`config.mk`:
```
export PLATFORM = sky130hd
export DESIGN_NAME = ask4_symbol_source_flat
export DESIGN_NICKNAME = d
export VERILOG_FILES = /design/src/rtl/ask4_symbol_source_if.sv /design/src/rtl/ask4_symbol_source.sv /design/src/flat_wrapper.sv
export SDC_FILE = /design/constraint.sdc
export NUM_CORES = 1
export LEC_CHECK = 0
export CORE_MARGIN = 2
export CORE_UTILIZATION = 60
export CTS_CLUSTER_SIZE = 14
export DETAILED_ROUTE_END_ITERATION = 8
export DONT_BUFFER_PORTS = 1
export PLACE_DENSITY = 0.76
export SLEW_MARGIN = 40
export SYNTH_ARGS = -nofsm -noshare
export SYNTH_HDL_FRONTEND = slang
export SYNTH_SLANG_ARGS = --single-unit
```
`constraint.sdc`:
```
create_clock -name clk -period 2.4 [get_ports clk]
set_input_delay 0.48 -clock clk [delete_from_list [all_inputs] [get_ports clk]]
set_output_delay 0.48 -clock clk [all_outputs]
set_load 0.005 [all_outputs]
```
`src/rtl/ask4_symbol_source_if.sv`:
```
// Symbol-source bus: run/mode control in, clock enables and the 1s17 symbol out.
// master = the symbol source, slave = the consumer (SRRC filter / controller).
interface ask4_symbol_source_if;
  logic               run;
  logic [1:0]         mode;
  logic               sam_clk_en;
  logic               sym_clk_en;
  logic signed [17:0] sym_out;

  modport master (input run, mode, output sam_clk_en, sym_clk_en, sym_out);
  modport slave  (output run, mode, input sam_clk_en, sym_clk_en, sym_out);
endinterface

```
`src/rtl/ask4_symbol_source.sv`:
```
// Sample/symbol clock-enable generator and 4-ASK symbol source (PRBS, impulse,
// constant, alternating) feeding the SRRC transmit filter.
`ifndef SYMBOL_P2
`define SYMBOL_P2 18'sd98304
`endif
`ifndef SYMBOL_P1
`define SYMBOL_P1 18'sd32768
`endif
`ifndef SYMBOL_N1
`define SYMBOL_N1 -18'sd32768
`endif
`ifndef SYMBOL_N2
`define SYMBOL_N2 -18'sd98304
`endif

module ask4_symbol_source #(
  parameter int unsigned        SAM_DIV = 4,
  parameter logic        [14:0] SEED    = 15'h0001,
  parameter logic signed [17:0] SYM_P2  = `SYMBOL_P2,
  parameter logic signed [17:0] SYM_P1  = `SYMBOL_P1,
  parameter logic signed [17:0] SYM_N1  = `SYMBOL_N1,
  parameter logic signed [17:0] SYM_N2  = `SYMBOL_N2
) (
  input  logic                       clk,
  input  logic                       reset,
  ask4_symbol_source_if.master       bus
);

  typedef enum logic [1:0] {ARMED, FIRED, DONE} imp_state_t;

  localparam logic [7:0] LAST = 8'(SAM_DIV - 1);

  logic [7:0]  clk_cnt, clk_cnt_nxt;
  logic [1:0]  sam_cnt, sam_cnt_nxt;
  logic [14:0] lfsr, lfsr_src, lfsr_adv;
  logic        fb1, fb0;
  logic        phase;
  imp_state_t  imp_state;
  logic signed [17:0] prbs_sym;

  // Enables are registered from the next-state counters so they line up with
  // the cycle in which clk_cnt == SAM_DIV-1.
  always_comb begin
    clk_cnt_nxt = (clk_cnt == LAST) ? 8'd0 : clk_cnt + 8'd1;
    sam_cnt_nxt = bus.sam_clk_en ? sam_cnt + 2'd1 : sam_cnt;
  end

  always_ff @(posedge clk) begin
    if (reset) begin
      clk_cnt        <= 8'd0;
      sam_cnt        <= 2'd0;
      bus.sam_clk_en <= 1'b0;
      bus.sym_clk_en <= 1'b0;
    end else begin
      clk_cnt        <= clk_cnt_nxt;
      sam_cnt        <= sam_cnt_nxt;
      bus.sam_clk_en <= (clk_cnt_nxt == LAST);
      bus.sym_clk_en <= (clk_cnt_nxt == LAST) && (sam_cnt_nxt == 2'd3);
    end
  end

  // Two Fibonacci steps per symbol; an all-zero state restarts from SEED.
  always_comb begin
    lfsr_src = (lfsr == 15'd0) ? SEED : lfsr;
    fb1      = lfsr_src[14] ^ lfsr_src[13];
    fb0      = lfsr_src[13] ^ lfsr_src[12];
    lfsr_adv = {lfsr_src[12:0], fb1, fb0};
    case ({fb1, fb0})
      2'b00:   prbs_sym = SYM_N2;
      2'b01:   prbs_sym = SYM_N1;
      2'b11:   prbs_sym = SYM_P1;
      default: prbs_sym = SYM_P2;
    endcase
  end

  // Symbol decisions happen only on sym_clk_en; run==0 freezes all symbol state.
  always_ff @(posedge clk) begin
    if (reset) begin
      bus.sym_out <= '0;
      lfsr        <= SEED;
      phase       <= 1'b0;
      imp_state   <= ARMED;
    end else if (bus.sym_clk_en) begin
      if (!bus.run) begin
        bus.sym_out <= '0;
      end else begin
        if (bus.mode != 2'b01) imp_state <= ARMED;
        if (bus.mode != 2'b11) phase     <= 1'b0;
        case (bus.mode)
          2'b00: begin
            bus.sym_out <= prbs_sym;
            lfsr        <= lfsr_adv;
          end
          2'b01: begin
            if (imp_state == ARMED) begin
              bus.sym_out <= SYM_P2;
              imp_state   <= FIRED;
            end else begin
              bus.sym_out <= '0;
              imp_state   <= DONE;
            end
          end
          2'b10:   bus.sym_out <= SYM_P1;
          default: begin
            bus.sym_out <= phase ? SYM_N2 : SYM_P2;
            phase       <= ~phase;
          end
        endcase
      end
    end
  end

endmodule

```
`src/flat_wrapper.sv`:
```
// flat-port wrapper written by rule: the top's interface ports become plain ports
module ask4_symbol_source_flat 
#(
  parameter int unsigned        SAM_DIV = 4,
  parameter logic        [14:0] SEED    = 15'h0001,
  parameter logic signed [17:0] SYM_P2  = `SYMBOL_P2,
  parameter logic signed [17:0] SYM_P1  = `SYMBOL_P1,
  parameter logic signed [17:0] SYM_N1  = `SYMBOL_N1,
  parameter logic signed [17:0] SYM_N2  = `SYMBOL_N2
)
  (clk, reset, bus_run, bus_mode, bus_sam_clk_en, bus_sym_clk_en, bus_sym_out);
  ask4_symbol_source_if bus_i ();
  input  logic clk;
  input  logic reset;
  input wire logic [$bits(bus_i.run)-1:0] bus_run;
  input wire logic [$bits(bus_i.mode)-1:0] bus_mode;
  output wire logic [$bits(bus_i.sam_clk_en)-1:0] bus_sam_clk_en;
  output wire logic [$bits(bus_i.sym_clk_en)-1:0] bus_sym_clk_en;
  output wire logic [$bits(bus_i.sym_out)-1:0] bus_sym_out;
  assign bus_i.run = bus_run;
  assign bus_i.mode = bus_mode;
  assign bus_sam_clk_en = bus_i.sam_clk_en;
  assign bus_sym_clk_en = bus_i.sym_clk_en;
  assign bus_sym_out = bus_i.sym_out;
  ask4_symbol_source #(.SAM_DIV(SAM_DIV), .SEED(SEED), .SYM_P2(SYM_P2), .SYM_P1(SYM_P1), .SYM_N1(SYM_N1), .SYM_N2(SYM_N2)) u_core (.clk(clk), .reset(reset), .bus(bus_i));
endmodule
```
==> Word level (Yosys, flattened, before mapping) <==
Cells that the tools add are included.
{ "op_classes": {"n_addsub": 2, "n_eq_ne": 10, "muxes": 13, "bitwise": 3, "reduce_logical": 10} }
{ "ops": {"columns": ["operator", "count"], "rows": [
  ["$pmux 18 s3", 2],
  ["$mux 18", 2],
  ["$mux 17", 1],
  ["$eq 8x2->1 const B", 2],
  ["$logic_not 15->1", 1],
  ["$mux 15", 1],
  ["$reduce_and 3->1", 3],
  ["$add 8x1->8 const B", 1],
  ["$mux 2", 4],
  ["$mux 8", 1],
  ["$eq 2x2->1 const B", 3],
  ["$logic_not 2->1", 3],
  ["$eq 2x1->1 const B", 2],
  ["$ne 2x1->1 const B", 2],
  ["$reduce_or 3->1", 1],
  ["$add 2x1->2 const B", 1],
  ["$mux 1", 2],
  ["$ne 2x2->1 const B", 1],
  ["$reduce_bool 2->1", 1],
  ["$xor 1x1->1", 2],
  ["$logic_and 1x1->1", 1],
  ["$not 1->1", 1]
]} }
{ "word_totals": {"regBits": 48, "in_bits": 5, "elab_cells": 46} }

==> Depth between registers and ports, before layout <==
{ "depth": {"depth_word": 7, "depth_mapped": 7, "ltp_nobuf": 7} }

==> Least setup slack after synthesis <==
No wires, ideal clock.
{ "synth_timing": {"kind": "flip-flop to flip-flop", "start": "reg u_core.lfsr[13]", "end": "reg u_core.bus.sym_out[17]", "setup_time_ns": 0.070, "arrival_ns": 1.343, "required_ns": 2.330, "path_slack_ns": 0.987, "stages_incl_launch_ff": 7, "synth_period_minus_slack_ns": 1.413, "path_cell_list": "dfxtp_1 > xnor2_1 > inv_1 > ha_1 > o41ai_1 > nand3_1 > a21oi_1"} }
{ "synth_between": {"elab_chain_cells": 7, "word_cells_on_any_way": 10, "cone_classes": "2 x eq/ne; 4 x mux; 2 x bitwise; 2 x reduce/logical"} }
{ "synth_lines": {"columns": ["item", "line", "rtl"], "rows": [
  ["start: declaration", "ask4_symbol_source.sv:35", "logic [14:0] lfsr, lfsr_src, lfsr_adv;"],
  ["start signal: assignment", "ask4_symbol_source.sv:92", "lfsr <= lfsr_adv;"],
  ["$logic_not 15->1", "ask4_symbol_source.sv:64", "lfsr_src = (lfsr == 15'd0) ? SEED : lfsr;"],
  ["$mux 15 (*)", "ask4_symbol_source.sv:64", null],
  ["$xor 1x1->1 (*)", "ask4_symbol_source.sv:65", "fb1 = lfsr_src[14] ^ lfsr_src[13];"],
  ["net u_core.fb1", "ask4_symbol_source.sv:36", "logic fb1, fb0;"],
  ["$eq 2x2->1 (tied with other cells)", "ask4_symbol_source.sv:68", "case ({fb1, fb0})"],
  ["$pmux 18 s3 (*)", "ask4_symbol_source.sv:68", null],
  ["$pmux 18 s3 (*)", "ask4_symbol_source.sv:89", "case (bus.mode)"],
  ["$mux 18 (*)", "ask4_symbol_source.sv:84", "if (!bus.run) begin"],
  ["end signal: assignment", "ask4_symbol_source.sv:91", "bus.sym_out <= prbs_sym;"],
  ["end signal: assignment", "ask4_symbol_source.sv:105", "bus.sym_out <= phase ? SYM_N2 : SYM_P2;"],
  ["end: declaration", "ask4_symbol_source_if.sv:10", "modport master (input run, mode, output sam_clk_en, sym_clk_en, sym_out);"]
]} }
The timed path passes the listed nets; every way through them passes the cells marked *.
A chain may end at the register's enable or synchronous reset.

==> Worst setup path after layout <==
Ends and elaborated chain as after synthesis.

==> run_results.csv <==
group,metric,value,unit
run_status,status,"finished, final reports clean",
routing,ant_nets,0,
floorplan,die_w,54.93,um
sta,setup_viol,0,
synthesis,syn_avg_cell_area,8.459,um^2
sta,fmax,0.6225,GHz
routing,dr.pass1.iters,4,
synthesis,ys_ff_latch,33,
sta,drv_slew,0,
critical_path,endpoint_kind,"flip-flop",
sta,layout_min_cycle_time,1.606,ns
floorplan,dieHeight,54.93,um
sta,maxSlewHeadroom,62.71,%
cts,clock_latency,0.32,ns
pwr,p_per_area,603.6,mW/mm^2
routing,wire_per_inst,11.82,um
sta,hold_viol,0,
synthesis,synth_area,0.001556,mm^2
sta,tns,0,ns
synthesis,ys_warn_count,0,
synthesis,synth-seq-area-share,42.44,%
final_layout,area_growth,0.6429,%
floorplan,core-area,0.002477,mm^2
cts,cts.repair.resized,0,
grt,grt_pass1_vias,1014,
synthesis,synth_cell_types,37,
final_layout,final_layout_size_suffix_gt1_share,6.522,%
cts,cts_buffers,5,
cts,htreeDepth,2,
placed_design,port_buffers,0,
cts,clk_path_buf_depth,2,
synthesis,synth_edf_count,0,
routing,initialDrtViolationCount,22,
pwr,leakagePower,0.5966,nW
cts,cts-root-buf,"clkbuf_4",
critical_path,critPathKind,"flip-flop to flip-flop",
sta,finClkSkew,0.004813,ns
critical_path,cpPeakStageDelay,0.36,ns
cts,cts_setup_buffers,0,
critical_path,crit_fanout,4,
grt,grt_usage,19.72,%
placed_design,dpl.hpwl,1.779,mm
critical_path,crit_required,2.66,ns
final_layout,num_antenna_cells,0,
final_layout,final_common_cell,"dfxtp_1",
synthesis,synth.area.top_cells,"dfxtp_1, buf_4, nand2_1",
sta,tightest_slew,0.5575,ns
critical_path,crit_slowest_cell,"dfxtp_1",
critical_path,critPathLaunchType,"flip-flop",
sta,rsz0062_at_grt,"no",
routing,via_count,1154,
floorplan,die_area,0.003017,mm^2
critical_path,crit_arrival,1.87,ns
pwr,ir_drop,0.0005366,V
synthesis,yosysTopAreaCell,"dfxtp_1",
grt,grt_remaining_overflow,0,
placed_design,place_ws,0.8100,ns
synthesis,async_reset_ff_share,0,%
final_layout,most-common-layout-cells,"dfxtp_1, nand2_1, nor2_1",
routing,vias_per_cell,5.393,
critical_path,path_cells,"xnor2_1 > inv_1 > ha_1 > o41ai_1 > nand3_1 > a21oi_1",
placed_design,place_congestion,0.7735,
final_layout,nNetsFinal,193,
grt,antenna_found_initial,0,
routing,drc,0,
cts,clk_pin_slew_worst_paths,0.10,ns
grt,grt_pass1_wl,4.174,mm
floorplan,start_util,62.83,%
sta,setup_ws,0.7936,ns
routing,wl,2.530,mm
grt,grt_max_degree,32,
synthesis,yosysTopAreaCellShare,42.44,%
synthesis,ys.flop_type,"dfxtp_1",
sta,fin_crit_sh,66.93,%
hold_path,worst_hold_path_type,"primary input to flip-flop",
floorplan,std_cell_rows,18,
synthesis,syn_inst,184,
cts,cts_num_sinks,33,
job,maxCapViolations,0,
cts,cts_tree,"built",
cts,postCtsHoldBufs,0,
floorplan,ios,25,
-- worst max-delay path: cells and delay by family (launching register included) --
family	cells	cell delay [ns]
compound gates	2	0.44
flops	1	0.36
xor+xnor	1	0.33
fa+ha+maj	1	0.21
simple gates	1	0.11
buf+inv	1	0.09
-- routing by layer --
layer	share of wire [%]	track usage, %	wire (um)	vias up
met2	50	35.71	1260	26
met3	4.0	5.914	100	6
met5	0	0	0	-
met1	44	20.34	1123	536
li1	-	-	-	586
met4	1.8	10.16	45	0
-- synth_stat cells (2+ instances only) --
cell type,number
and4_1,2
buf_1,3
nand3_1,4
nand2_1,29
nand2b_1,3
inv_1,3
ha_1,5
buf_2,3
nor3_1,2
a21oi_1,18
dfxtp_1,33
nor4_1,4
nor2_1,24
a211o_1,2
nor3b_1,2
xor2_1,5
a211oi_1,2
buf_4,15
xnor2_1,7
-- logic make-up after synthesis --
family / Yosys count / synth area share (%)
AO/OA/AOI/OAI: 31 / 12.14
XOR/XNOR: 12 / 6.752
adder cells (fa/ha/maj): 5 / 4.019
buffers and inverters: 25 / 10.37
flip-flops: 33 / 42.44
other: 1 / 0.2409
AND/OR/NAND/NOR: 77 / 24.04
-- per-stage QoR --
stage                     utilization, %   power, W  hold WS (ns)  cell area [um^2]  std cells
after floorplan                        -  0.0006287        0.4364              1609        198
after global placement             60.40  0.0006094        0.4443              1496        206
after detailed placement           60.40  0.0006111        0.4555              1496        206
after CTS                          63.23  0.0009566        0.1947              1567        214
after global routing               63.23  0.0009832        0.1864              1567        214
final                              63.23  0.0009455        0.2068              1567        214
-- sequential cells by signal, summed over array words and instances, names as in the netlist --
name / count
u_core.lfsr: 15
u_core.clk_cnt: 8
u_core.bus.sym_out: 3
u_core.imp_state: 2
u_core.sam_cnt: 2
u_core.bus.sam_clk_en: 1
u_core.bus.sym_clk_en: 1
u_core.phase: 1
-- power by group --
group | leakage [nW] | internal (W) | total [W] | switching [W]
Sequential | 0.266 | 0.000556 | 0.000564 | 0.00000871
Clock | 0.0413 | 0.000170 | 0.000347 | 0.000177
Combinational | 0.289 | 0.0000156 | 0.0000348 | 0.0000192
-- worst paths after layout --
kind	end	start	slack [ns]	cells after the start
hold / removal	u_core.clk_cnt[1]	reset	0.21	1
setup reg to reg	u_core.bus.sym_out[17]	u_core.lfsr[13]	0.79	6
hold reg to reg	u_core.lfsr[7]	u_core.lfsr[5]	0.47	2
setup / recovery	u_core.bus.sym_out[17]	u_core.lfsr[13]	0.79	6
-- final cells by class --
type	count	area (um^2)
Fill cell	220	910.9
Multi-Input combinational cell	140	787.0
Sequential cell	33	660.6
Clock buffer	7	65.06
Tap cell	30	37.54
Inverter	3	11.26
Clock inverter	1	5.005
(Power assumes the default switching activity.)
